$ cat src/rtl/xalu_pkg.sv
`default_nettype none
// ============================================================================
//  Module      : xalu_pkg
//  Description : Shared constants and types for the nibble-serial ALU
//                sequencer: slice width, function codes and FSM states.
//                The FIX state exists only when XALU_SEQ_EAC_EN is defined.
//  Revision    : 1.0 - initial release
// ============================================================================
package xalu_pkg;

  // Width of the combinational ALU slice
  localparam int XALU_NIB_W = 4;

  // Function codes understood by the slice
  localparam logic [2:0] ALU_ADD   = 3'd0;
  localparam logic [2:0] ALU_AND   = 3'd1;
  localparam logic [2:0] ALU_OR    = 3'd2;
  localparam logic [2:0] ALU_XOR   = 3'd3;
  localparam logic [2:0] ALU_PASSA = 3'd4;
  localparam logic [2:0] ALU_PASSB = 3'd5;
  localparam logic [2:0] ALU_SHR   = 3'd6;
  localparam logic [2:0] ALU_SHL   = 3'd7;

  // Sequencer states
  typedef enum logic [1:0] {
    ST_IDLE = 2'd0,
    ST_RUN  = 2'd1,
    ST_DONE = 2'd2
`ifdef XALU_SEQ_EAC_EN
    ,
    ST_FIX  = 2'd3
`endif
  } xalu_state_t;

endpackage : xalu_pkg
`default_nettype wire

$ cat src/rtl/xalu_nibble_seq_if.sv
`default_nettype none
// ============================================================================
//  Module      : xalu_nibble_seq_if
//  Description : Request / result handshake bundle of the nibble-serial ALU
//                sequencer. master = requester/consumer, slave = sequencer.
//  Revision    : 1.0 - initial release
// ============================================================================
interface xalu_nibble_seq_if
  import xalu_pkg::*;
#(
  parameter int NIBBLES = 4
) ();

  localparam int c_W = XALU_NIB_W * NIBBLES;

  // Request side
  logic           start_valid;
  logic           start_ready;
  logic [2:0]     op;
  logic           com;
  logic           cin;
  logic [c_W-1:0] a_word;
  logic [c_W-1:0] b_word;

  // Result side
  logic           res_valid;
  logic           res_ready;
  logic [c_W-1:0] res_word;
  logic           res_carry;
  logic           res_zero;
  logic           res_neg_zero;
  logic           res_equ;

  modport master (
    output start_valid, op, com, cin, a_word, b_word, res_ready,
    input  start_ready, res_valid, res_word, res_carry, res_zero,
           res_neg_zero, res_equ
  );

  modport slave (
    input  start_valid, op, com, cin, a_word, b_word, res_ready,
    output start_ready, res_valid, res_word, res_carry, res_zero,
           res_neg_zero, res_equ
  );

endinterface : xalu_nibble_seq_if
`default_nettype wire

$ cat src/rtl/xalu_nib_lane.sv
`default_nettype none
// ============================================================================
//  Module      : xalu_nib_lane
//  Description : Combinational nibble steering. Selects one nibble of the A
//                and B operand words and inserts a result nibble into the
//                result word. msb_first reverses the index (shift-right runs
//                from the most significant nibble down).
//  Revision    : 1.0 - initial release
// ============================================================================
module xalu_nib_lane
  import xalu_pkg::*;
#(
  parameter int NIBBLES = 4
) (
  input  logic [XALU_NIB_W*NIBBLES-1:0] a_word,
  input  logic [XALU_NIB_W*NIBBLES-1:0] b_word,
  input  logic [$clog2(NIBBLES)-1:0]    sel_idx,
  input  logic                          msb_first,
  output logic [XALU_NIB_W-1:0]         a_nib,
  output logic [XALU_NIB_W-1:0]         b_nib,
  input  logic [XALU_NIB_W*NIBBLES-1:0] res_word,
  input  logic [$clog2(NIBBLES)-1:0]    ins_idx,
  input  logic [XALU_NIB_W-1:0]         ins_nib,
  output logic [XALU_NIB_W*NIBBLES-1:0] res_ins
);

  localparam int                   c_IDX_W    = $clog2(NIBBLES);
  localparam logic [c_IDX_W-1:0]   c_LAST_IDX = c_IDX_W'(NIBBLES - 1);

  logic [c_IDX_W-1:0] w_sel_pos;
  logic [c_IDX_W-1:0] w_ins_pos;

  // Map beat index to physical nibble position
  always_comb begin
    w_sel_pos = msb_first ? (c_LAST_IDX - sel_idx) : sel_idx;
    w_ins_pos = msb_first ? (c_LAST_IDX - ins_idx) : ins_idx;
  end

  // Operand nibble select
  always_comb begin
    a_nib = a_word[w_sel_pos*XALU_NIB_W +: XALU_NIB_W];
    b_nib = b_word[w_sel_pos*XALU_NIB_W +: XALU_NIB_W];
  end

  // Result nibble insert
  always_comb begin
    res_ins = res_word;
    res_ins[w_ins_pos*XALU_NIB_W +: XALU_NIB_W] = ins_nib;
  end

endmodule : xalu_nib_lane
`default_nettype wire

$ cat src/rtl/xalu_nibble_seq.sv
`default_nettype none
// ============================================================================
//  Module      : xalu_nibble_seq
//  Description : Word-serial sequencer around a combinational 4-bit ALU
//                slice. Runs one nibble per clock, chains carries between
//                beats and returns the assembled word plus flags through a
//                valid/ready handshake.
//                Optional: XALU_SEQ_EAC_EN adds an end-around-carry FIX pass
//                for ones'-complement ADD.
//  Revision    : 1.0 - initial release
// ============================================================================
module xalu_nibble_seq
  import xalu_pkg::*;
#(
  parameter int NIBBLES = 4
) (
  input  logic                  clk,
  input  logic                  rst,
  xalu_nibble_seq_if.slave      bus,
  output logic [XALU_NIB_W-1:0] alu_a,
  output logic [XALU_NIB_W-1:0] alu_b,
  output logic [2:0]            alu_f,
  output logic                  alu_ci_right,
  output logic                  alu_ci_left,
  output logic                  alu_com,
  input  logic [XALU_NIB_W-1:0] alu_d,
  input  logic                  alu_co_left,
  input  logic                  alu_co_right,
  input  logic                  alu_zero,
  input  logic                  alu_neg_zero,
  input  logic                  alu_equ
);

  localparam int                 c_W        = XALU_NIB_W * NIBBLES;
  localparam int                 c_IDX_W    = $clog2(NIBBLES);
  localparam logic [c_IDX_W-1:0] c_LAST_IDX = c_IDX_W'(NIBBLES - 1);

  xalu_state_t          r_state;
  logic [c_IDX_W-1:0]   r_idx;
  logic [2:0]           r_op;
  logic                 r_com;
  logic [c_W-1:0]       r_a;
  logic [c_W-1:0]       r_b;
  logic [c_W-1:0]       r_res_word;
  logic                 r_res_valid;
  logic                 r_res_carry;
  logic                 r_zero;
  logic                 r_neg_zero;
  logic                 r_equ;

  logic                 w_idle;
  logic                 w_last;
  logic                 w_shr_sel;
  logic [c_IDX_W-1:0]   w_sel_idx;
  logic [c_W-1:0]       w_a_src;
  logic [c_W-1:0]       w_b_src;
  logic [XALU_NIB_W-1:0] w_a_nib;
  logic [XALU_NIB_W-1:0] w_b_nib;
  logic [c_W-1:0]       w_res_ins;
  logic                 w_carry_out;

  // In IDLE the lane looks at the incoming request so the first beat's
  // nibble is registered on the accept edge; afterwards it looks one beat
  // ahead into the latched operands.
  assign w_idle    = (r_state == ST_IDLE);
  assign w_last    = (r_idx == c_LAST_IDX);
  assign w_shr_sel = w_idle ? (bus.op == ALU_SHR) : (r_op == ALU_SHR);
  assign w_sel_idx = w_idle ? '0 : (r_idx + 1'b1);
  assign w_a_src   = w_idle ? bus.a_word : r_a;
  assign w_b_src   = w_idle ? bus.b_word : r_b;

  // Word carry taken from the final beat of the first pass
  assign w_carry_out = ((r_op == ALU_ADD) || (r_op == ALU_SHL)) ? alu_co_left  :
                       (r_op == ALU_SHR)                        ? alu_co_right : 1'b0;

`ifdef XALU_SEQ_EAC_EN
  logic w_need_fix;
  assign w_need_fix = (r_state == ST_RUN) && (r_op == ALU_ADD) && !r_com && alu_co_left;
`endif

  xalu_nib_lane #(
    .NIBBLES (NIBBLES)
  ) u_lane (
    .a_word    (w_a_src),
    .b_word    (w_b_src),
    .sel_idx   (w_sel_idx),
    .msb_first (w_shr_sel),
    .a_nib     (w_a_nib),
    .b_nib     (w_b_nib),
    .res_word  (r_res_word),
    .ins_idx   (r_idx),
    .ins_nib   (alu_d),
    .res_ins   (w_res_ins)
  );

  assign bus.start_ready  = w_idle;
  assign bus.res_valid    = r_res_valid;
  assign bus.res_word     = r_res_word;
  assign bus.res_carry    = r_res_carry;
  assign bus.res_zero     = r_zero;
  assign bus.res_neg_zero = r_neg_zero;
  assign bus.res_equ      = r_equ;

  // Sequencer FSM: accept, nibble beats, optional FIX pass, result hold
  always_ff @(posedge clk or posedge rst) begin
    if (rst) begin
      r_state      <= ST_IDLE;
      r_idx        <= '0;
      r_op         <= '0;
      r_com        <= 1'b0;
      r_a          <= '0;
      r_b          <= '0;
      r_res_word   <= '0;
      r_res_valid  <= 1'b0;
      r_res_carry  <= 1'b0;
      r_zero       <= 1'b0;
      r_neg_zero   <= 1'b0;
      r_equ        <= 1'b0;
      alu_a        <= '0;
      alu_b        <= '0;
      alu_f        <= '0;
      alu_ci_right <= 1'b0;
      alu_ci_left  <= 1'b0;
      alu_com      <= 1'b0;
    end else begin
      case (r_state)
        ST_IDLE: begin
          if (bus.start_valid) begin
            r_state      <= ST_RUN;
            r_idx        <= '0;
            r_op         <= bus.op;
            r_com        <= bus.com;
            r_a          <= bus.a_word;
            r_b          <= bus.b_word;
            r_res_word   <= '0;
            r_res_carry  <= 1'b0;
            r_zero       <= 1'b1;
            r_neg_zero   <= 1'b1;
            r_equ        <= 1'b1;
            alu_a        <= w_a_nib;
            alu_b        <= w_b_nib;
            alu_f        <= bus.op;
            alu_com      <= bus.com;
            alu_ci_right <= (bus.op == ALU_SHR) ? 1'b0 : bus.cin;
            alu_ci_left  <= (bus.op == ALU_SHR) ? bus.cin : 1'b0;
          end
        end

        ST_RUN
`ifdef XALU_SEQ_EAC_EN
        , ST_FIX
`endif
        : begin
          r_res_word <= w_res_ins;
          r_zero     <= r_zero & alu_zero;
          r_neg_zero <= r_neg_zero & alu_neg_zero;
          if (r_state == ST_RUN) begin
            r_equ <= r_equ & alu_equ;
          end
          if (!w_last) begin
            r_idx        <= r_idx + 1'b1;
            alu_a        <= w_a_nib;
            alu_b        <= w_b_nib;
            alu_f        <= r_op;
            alu_com      <= r_com;
            alu_ci_right <= (r_op == ALU_SHR) ? 1'b0 : alu_co_left;
            alu_ci_left  <= (r_op == ALU_SHR) ? alu_co_right : 1'b0;
          end else begin
            if (r_state == ST_RUN) begin
              r_res_carry <= w_carry_out;
            end
            r_state      <= ST_DONE;
            r_res_valid  <= 1'b1;
            alu_a        <= '0;
            alu_b        <= '0;
            alu_f        <= '0;
            alu_ci_right <= 1'b0;
            alu_ci_left  <= 1'b0;
            alu_com      <= 1'b0;
`ifdef XALU_SEQ_EAC_EN
            // Second pass adds the carry back in: A = first-pass word, B = 0
            if (w_need_fix) begin
              r_state      <= ST_FIX;
              r_res_valid  <= 1'b0;
              r_idx        <= '0;
              r_a          <= w_res_ins;
              r_b          <= '0;
              r_zero       <= 1'b1;
              r_neg_zero   <= 1'b1;
              alu_a        <= w_res_ins[XALU_NIB_W-1:0];
              alu_b        <= '0;
              alu_f        <= ALU_ADD;
              alu_com      <= 1'b0;
              alu_ci_right <= 1'b1;
              alu_ci_left  <= 1'b0;
            end
`endif
          end
        end

        ST_DONE: begin
          if (bus.res_ready) begin
            r_res_valid <= 1'b0;
            r_state     <= ST_IDLE;
          end
        end

        default: begin
          r_state <= ST_IDLE;
        end
      endcase
    end
  end

endmodule : xalu_nibble_seq
`default_nettype wire

$ cat src/flat_wrapper.sv
// flat-port wrapper written by rule: the top's interface ports become plain ports
module xalu_nibble_seq_flat import xalu_pkg::*;
#(
  parameter int NIBBLES = 4
)
  (clk, rst, alu_a, alu_b, alu_f, alu_ci_right, alu_ci_left, alu_com, alu_d, alu_co_left, alu_co_right, alu_zero, alu_neg_zero, alu_equ, bus_start_valid, bus_op, bus_com, bus_cin, bus_a_word, bus_b_word, bus_res_ready, bus_start_ready, bus_res_valid, bus_res_word, bus_res_carry, bus_res_zero, bus_res_neg_zero, bus_res_equ);
  xalu_nibble_seq_if #(.NIBBLES(NIBBLES)) bus_i ();
  input  logic clk;
  input  logic rst;
  output logic [XALU_NIB_W-1:0] alu_a;
  output logic [XALU_NIB_W-1:0] alu_b;
  output logic [2:0] alu_f;
  output logic alu_ci_right;
  output logic alu_ci_left;
  output logic alu_com;
  input  logic [XALU_NIB_W-1:0] alu_d;
  input  logic alu_co_left;
  input  logic alu_co_right;
  input  logic alu_zero;
  input  logic alu_neg_zero;
  input  logic alu_equ;
  input wire logic [$bits(bus_i.start_valid)-1:0] bus_start_valid;
  input wire logic [$bits(bus_i.op)-1:0] bus_op;
  input wire logic [$bits(bus_i.com)-1:0] bus_com;
  input wire logic [$bits(bus_i.cin)-1:0] bus_cin;
  input wire logic [$bits(bus_i.a_word)-1:0] bus_a_word;
  input wire logic [$bits(bus_i.b_word)-1:0] bus_b_word;
  input wire logic [$bits(bus_i.res_ready)-1:0] bus_res_ready;
  output wire logic [$bits(bus_i.start_ready)-1:0] bus_start_ready;
  output wire logic [$bits(bus_i.res_valid)-1:0] bus_res_valid;
  output wire logic [$bits(bus_i.res_word)-1:0] bus_res_word;
  output wire logic [$bits(bus_i.res_carry)-1:0] bus_res_carry;
  output wire logic [$bits(bus_i.res_zero)-1:0] bus_res_zero;
  output wire logic [$bits(bus_i.res_neg_zero)-1:0] bus_res_neg_zero;
  output wire logic [$bits(bus_i.res_equ)-1:0] bus_res_equ;
  assign bus_i.start_valid = bus_start_valid;
  assign bus_i.op = bus_op;
  assign bus_i.com = bus_com;
  assign bus_i.cin = bus_cin;
  assign bus_i.a_word = bus_a_word;
  assign bus_i.b_word = bus_b_word;
  assign bus_i.res_ready = bus_res_ready;
  assign bus_start_ready = bus_i.start_ready;
  assign bus_res_valid = bus_i.res_valid;
  assign bus_res_word = bus_i.res_word;
  assign bus_res_carry = bus_i.res_carry;
  assign bus_res_zero = bus_i.res_zero;
  assign bus_res_neg_zero = bus_i.res_neg_zero;
  assign bus_res_equ = bus_i.res_equ;
  xalu_nibble_seq #(.NIBBLES(NIBBLES)) u_core (.clk(clk), .rst(rst), .bus(bus_i), .alu_a(alu_a), .alu_b(alu_b), .alu_f(alu_f), .alu_ci_right(alu_ci_right), .alu_ci_left(alu_ci_left), .alu_com(alu_com), .alu_d(alu_d), .alu_co_left(alu_co_left), .alu_co_right(alu_co_right), .alu_zero(alu_zero), .alu_neg_zero(alu_neg_zero), .alu_equ(alu_equ));
endmodule
$ cat config.mk
export PLATFORM = sky130hd
export DESIGN_NAME = xalu_nibble_seq_flat
export DESIGN_NICKNAME = d
export VERILOG_FILES = /design/src/rtl/xalu_pkg.sv /design/src/rtl/xalu_nibble_seq_if.sv /design/src/rtl/xalu_nib_lane.sv /design/src/rtl/xalu_nibble_seq.sv /design/src/flat_wrapper.sv
export SDC_FILE = /design/constraint.sdc
export NUM_CORES = 1
export LEC_CHECK = 0
export CORE_MARGIN = 2
export CORE_UTILIZATION = 50
export DETAILED_ROUTE_END_ITERATION = 12
export PLACE_DENSITY = 0.8
export SYNTH_ARGS = -nofsm -noshare
export SYNTH_HDL_FRONTEND = slang
export SYNTH_SLANG_ARGS = --single-unit
$ cat constraint.sdc
create_clock -name clk -period 3.7 [get_ports clk]
set_input_delay 1.11 -clock clk [delete_from_list [all_inputs] [get_ports clk]]
set_output_delay 1.11 -clock clk [all_outputs]
set_load 0.02 [all_outputs]
After elaboration in Yosys (flattened, before gate mapping)
Cells that the tools add are included.

storage, ports and cells
  register bits = 75
  input port bits = 50
  output and inout port bits = 36
  word-level logic and storage cells = 99

operators by class
  add/subtract/negate cells = 4
  eq/ne operators = 10
  shift operators = 4
  muxes and demuxes = 49
  bitwise operators = 3
  reductions and logical operators = 11

operators with widths
  kind                                                   count
  2-to-1 mux 16 bit                                      3
  negation 4 -> 34 bit                                   1
  variable shift 4 x 34 -> 16 bit, first input constant  1
  indexed part select 4 x 34 -> 16 bit                   1
  one-hot mux 16 bit (2 select lines)                    1
  indexed part select 16 x 5 -> 4 bit                    2
  2-to-1 mux 1 bit                                       17
  bitwise mux 16 bit                                     1
  2-to-1 mux 2 bit                                       8
  2-to-1 mux 4 bit                                       4
  one-hot mux 1 bit (2 select lines)                     8
  one-hot mux 4 bit (2 select lines)                     2
  AND reduction 3 bit                                    4
  equality test 3 bit, second input constant             3
  2-to-1 mux 3 bit                                       2
  inequality test 2 bit, second input constant           3
  one-hot mux 2 bit (3 select lines)                     1
  one-hot mux 3 bit (2 select lines)                     1
  equality test 2 bit, second input constant             2
  one-hot mux 2 bit (2 select lines)                     1
  AND reduction 2 bit                                    2
  nonzero test 2 bit                                     2
  subtractor 2 bit, first input constant                 2
  AND 1 bit                                              3
  6 further kinds                                        6

Logic depth before layout (Yosys ltp)
  word-level depth = 7
  mapped depth = 9
  mapped depth without buffers = 6

Modules after synthesis
From an unflattened synthesis, not the netlist that was laid out.

unflattened totals
  cell total of the unflattened synthesis = 318
  area, all modules = 4,142.7 µm²

modules (own cells, without submodules)
  module           times used  cells an instance  area each (µm²)  sequential area each (µm²)
  xalu_nibble_seq  1           259                3,520.9          1,876.8
  xalu_nib_lane    1           59                 621.8            0.0

Worst setup path before layout
No wires, ideal clock.

  kind = input -> register
  from = input port bus_op[0]
  to = register u_core.alu_a[0]
  setup time = 0.104 ns
  arrival = 2.099 ns
  data required time = 3.596 ns
  path slack = 1.497 ns
  stages = 5
  buffers on the path = 1
  cell sequence = and3b_1 > nand2b_1 > clkbuf_1 > o22ai_1 > o311ai_1

on the way
  cells in the longest elaborated chain, start to end = 6
  elaborated cells between the ends (all ways) = 7
  classes of those cells = eq/ne (1); shift (1); mux (5)

ends and longest elaborated chain
  item                                        RTL line                                        text
  from (decl)                                 flat_wrapper.sv:23                              input wire logic [$bits(bus_i.op)-1:0] bus_op;
  equality test 3 bit (*)                     xalu_nibble_seq.sv:67                           assign w_shr_sel = w_idle ? (bus.op == ALU_SHR) : (r_op == ALU_SHR);
  2-to-1 mux 1 bit (*)                        xalu_nibble_seq.sv:67
  2-to-1 mux 2 bit (*)                        xalu_nib_lane.sv:35                             w_sel_pos = msb_first ? (c_LAST_IDX - sel_idx) : sel_idx;
  indexed part select 16 x 5 -> 4 bit (*)     xalu_nib_lane.sv:41                             a_nib = a_word[w_sel_pos*XALU_NIB_W +: XALU_NIB_W];
  2-to-1 mux 4 bit, on equally long branches  xalu_nibble_seq.sv:160, xalu_nibble_seq.sv:128
  one-hot mux 4 bit (2 select lines) (*)      xalu_nibble_seq.sv:126                          case (r_state)
  to (signal assigned)                        xalu_nibble_seq.sv:140                          alu_a <= w_a_nib;
  to (signal assigned)                        xalu_nibble_seq.sv:162                          alu_a <= w_a_nib;
  to (decl)                                   xalu_nibble_seq.sv:20                           output logic [XALU_NIB_W-1:0] alu_a,

Every way passes the cells marked *; elsewhere a longest branch is shown, timed or not. The select of a mux whose other input is x is not followed.
A chain may end at the register's enable or synchronous reset.

Final worst setup path
  from = register u_core.r_state[0]
  to = output port bus_start_ready

on the way
  cells in the longest elaborated chain, start to end = 1

ends and longest elaborated chain
  item                    RTL line                text
  from (decl)             xalu_nibble_seq.sv:38   xalu_state_t r_state;
  from (signal assigned)  xalu_nibble_seq.sv:107  r_state <= ST_IDLE;
  from (signal assigned)  xalu_nibble_seq.sv:129  r_state <= ST_RUN;
  from (signal assigned)  xalu_nibble_seq.sv:172  r_state <= ST_DONE;
  zero test 2 bit         xalu_nibble_seq.sv:65   assign w_idle = (r_state == ST_IDLE);
  to (decl)               flat_wrapper.sv:29      output wire logic [$bits(bus_i.start_ready)-1:0] bus_start_ready;

Every way passes these cells.

==> metrics <==
CTS Hold Bufs=0; met3 wire len=579 microns; depth of the CTS H-tree=3; post-synth top area share=51.64%; clk root buf=clkbuf_8; Synth Net Count=442; DR WL met2=4178 microns; number of flops mapped to enable cells by yosys=0; area delta synth->final=30.46%; Arr. time, crit path=2.20 ns; most common cell after layout, fill and taps aside=nand2_1; wire per inst=16.04 microns; period utilisation layout=89.33%; post-CTS resize count=0; GRT overflow=0; routability congestion estimate=0.8738; num rows=31; Synth Register Bits=75; Setup WS pre-CTS=0.7467 ns; run status=complete, no violations; CTS tree=done; Worst setup EP type=output port; via count=3,215; PD cells=944.2 nW/um^2; actual slew at the worst max-slew pin=0.7570 ns; total CTS buffers=9; setup violators final=0; Initial Util=50.93%; Clock Path Buffers=2; clock transition at the registers of the reported paths=0.07 ns; commonest cells after routing, fill and taps aside=nand2_1, clkdlybuf4s50_1, dfrtp_1; max_cap viols=0; boundary pin count=86; DR pass1 iterations=5; post-synthesis async set-or-reset flop share=100.0%; crit path time final=3.305 ns; core area=7137 sq um; Crit path largest cell delay=0.63 ns; number of global-route vias before repair=3,172; required time worst endpoint=2.59 ns; max-slew violations=0; Placed Instances=556; Final WS setup=0.3949 ns; Syn Area/Cell=9.296 sq um; Horiz. Die Dim=89.26 microns; setup_tns=0 ns; most used flip-flop cell after synthesis=dfrtp_1; Max Fclk=302.6 MHz; Yosys top cell by area=dfrtp_1; library cells used by synthesis=49; CTS sink count=75; final core utilization=66.44%; initial antenna violation count=0; Post-CTS Setup Repair Bufs=0; n_diodes=0; post-synthesis sequential area ratio=51.64%; largest cells by area after synthesis=dfrtp_1, nand2_1, a22o_1; GRT Util Overall=24.47%; HPWL after detailed placement=6541 microns; CP max stage cell=clkdlybuf4s50_1; P_leak=2.161 nW; Syn Inst Count=391; path depth of the worst reg2reg path=6; Iter 0 DRT Violations=200; # port buffers=85; synthesized cell area=3635 sq um; via density per instance=5.621; DRT Wirelength=9174 microns; die area=7967 sq um; post-layout net count=519; Rel. slew slack=49.41%; maximum VDD drop=0.4269 mV; CP startpoint kind=flop; Worst Clk Skew=0.009868 ns; first-pass GRT wire length=14,840 microns; Non-Filler Instances=572; Hold WC Path Type=reg2reg; ratio of cells with drive above 1 in the final layout=7.188%; worst path cell trace=or2_1, inv_4, clkdlybuf4s50_1; antenna viol nets, final=0; Remaining DRCs=0; Fin. Hold Viols=0; highest routing layer actually used=met4; pin count of the biggest net entering global routing=46; synth warn=0; Worst Hold Path Cells=2; Clock Latency Late Sink=0.35 ns; RSZ-0062 raised after global routing=no; Setup CP Type=reg2out; DRT met1 WL=4191 microns; die height=89.26 microns; Tot Pwr=0.004477 W; worst-path fanout max=16
==> state kept, by name, indices dropped and copies added, names as in the netlist <==
| signal | count |
|---|---|
| u_core.alu_a | 4 |
| u_core.alu_b | 4 |
| u_core.alu_ci_left | 1 |
| u_core.alu_ci_right | 1 |
| u_core.alu_com | 1 |
| u_core.alu_f | 3 |
| u_core.bus.res_carry | 1 |
| u_core.bus.res_equ | 1 |
| u_core.bus.res_neg_zero | 1 |
| u_core.bus.res_valid | 1 |
| u_core.bus.res_word | 16 |
| u_core.bus.res_zero | 1 |
| u_core.r_a | 16 |
| u_core.r_b | 16 |
| u_core.r_com | 1 |
| u_core.r_idx | 2 |
| u_core.r_op | 3 |
| u_core.r_state | 2 |
==> per-layer routing <==
layer / vias up / GRT usage [%]
li1: 1519 / -
met1: 1537 / 33.29
met2: 135 / 37.78
met3: 24 / 4.894
met4: 0 / 11.67
met5: - / 0
==> stage by stage <==
step / cell area [sq um] / hold slack, ns
floorplan: 3635 / 0.4393
global placement: 4538 / 0.4539
detailed placement: 4538 / 0.4637
CTS: 4742 / 0.4831
global route: 4742 / 0.5123
finish: 4742 / 0.4810
==> where the power goes <==
group / switching, W / total [W] / internal, W
clock network: 0.000293 / 0.000641 / 0.000348
logic: 0.00135 / 0.00234 / 0.000992
registers: 0.000291 / 0.00150 / 0.00121
==> area by class of cell <==
| cell class | count | area, sq um |
|---|---|---|
| inverter | 11 | 43.79 |
| multi-input combinational | 280 | 1585 |
| clock buffer | 12 | 155.1 |
| timing repair buffer | 91 | 908.4 |
| fill | 594 | 2395 |
| tap | 99 | 123.9 |
| clock inverter | 4 | 48.80 |
| sequential | 75 | 1877 |
==> worst paths after layout <==
check | start | to | slack, ns
setup / recovery | u_core.r_state[0] | bus_start_ready | 0.39
hold / removal | u_core.r_a[12] | u_core.r_a[12] | 0.48
setup reg to reg | u_core.r_idx[0] | u_core.alu_b[2] | 1.05
hold reg to reg | u_core.r_a[12] | u_core.r_a[12] | 0.48
max in group asynchronous | rst | u_core.bus.res_neg_zero | 1.81
min in group asynchronous | rst | u_core.r_b[10] | 1.21
==> critical path: cells and delay by family (launching register included) <==
family,cells,cell delay [ns]
buf+inv,2,0.81
flops,1,0.52
simple gates,1,0.52
==> cell usage after synthesis (2+ instances only) <==
| cell type | instances |
|---|---|
| nand2_1 | 130 |
| dfrtp_1 | 75 |
| a22o_1 | 16 |
| o21ai_0 | 16 |
| nor2_1 | 11 |
| o211ai_1 | 11 |
| buf_2 | 10 |
| inv_1 | 10 |
| clkbuf_1 | 9 |
| a21oi_1 | 8 |
| nand3_1 | 7 |
| a31oi_1 | 6 |
| mux2i_1 | 5 |
| o2111ai_1 | 5 |
| o22a_1 | 5 |
| a211o_1 | 4 |
| a222oi_1 | 4 |
| buf_1 | 3 |
| buf_6 | 3 |
| nand4_1 | 3 |
| nand4b_1 | 3 |
| nor2b_1 | 3 |
| o21a_1 | 3 |
| o22ai_1 | 3 |
| o311ai_1 | 3 |
| a31o_1 | 2 |
| a31o_2 | 2 |
| and2_1 | 2 |
| and2b_1 | 2 |
| and3b_1 | 2 |
| nand2b_1 | 2 |
| nand3b_1 | 2 |
| nor2_2 | 2 |
| nor3_1 | 2 |
| nor3_2 | 2 |
| xnor2_1 | 2 |
==> logic make-up after synthesis <==
| logic type | after synthesis | synth area share, % |
|---|---|---|
| flip-flops | 75 | 51.64 |
| buffers and inverters | 36 | 4.751 |
| adder cells (fa/ha/maj) | 1 | 0.3442 |
| multiplexers | 6 | 1.997 |
| AO/OA/AOI/OAI | 92 | 18.83 |
| XOR/XNOR | 3 | 0.9296 |
| AND/OR/NAND/NOR | 178 | 21.51 |
No activity file was read; power rests on OpenSTA's default activity.
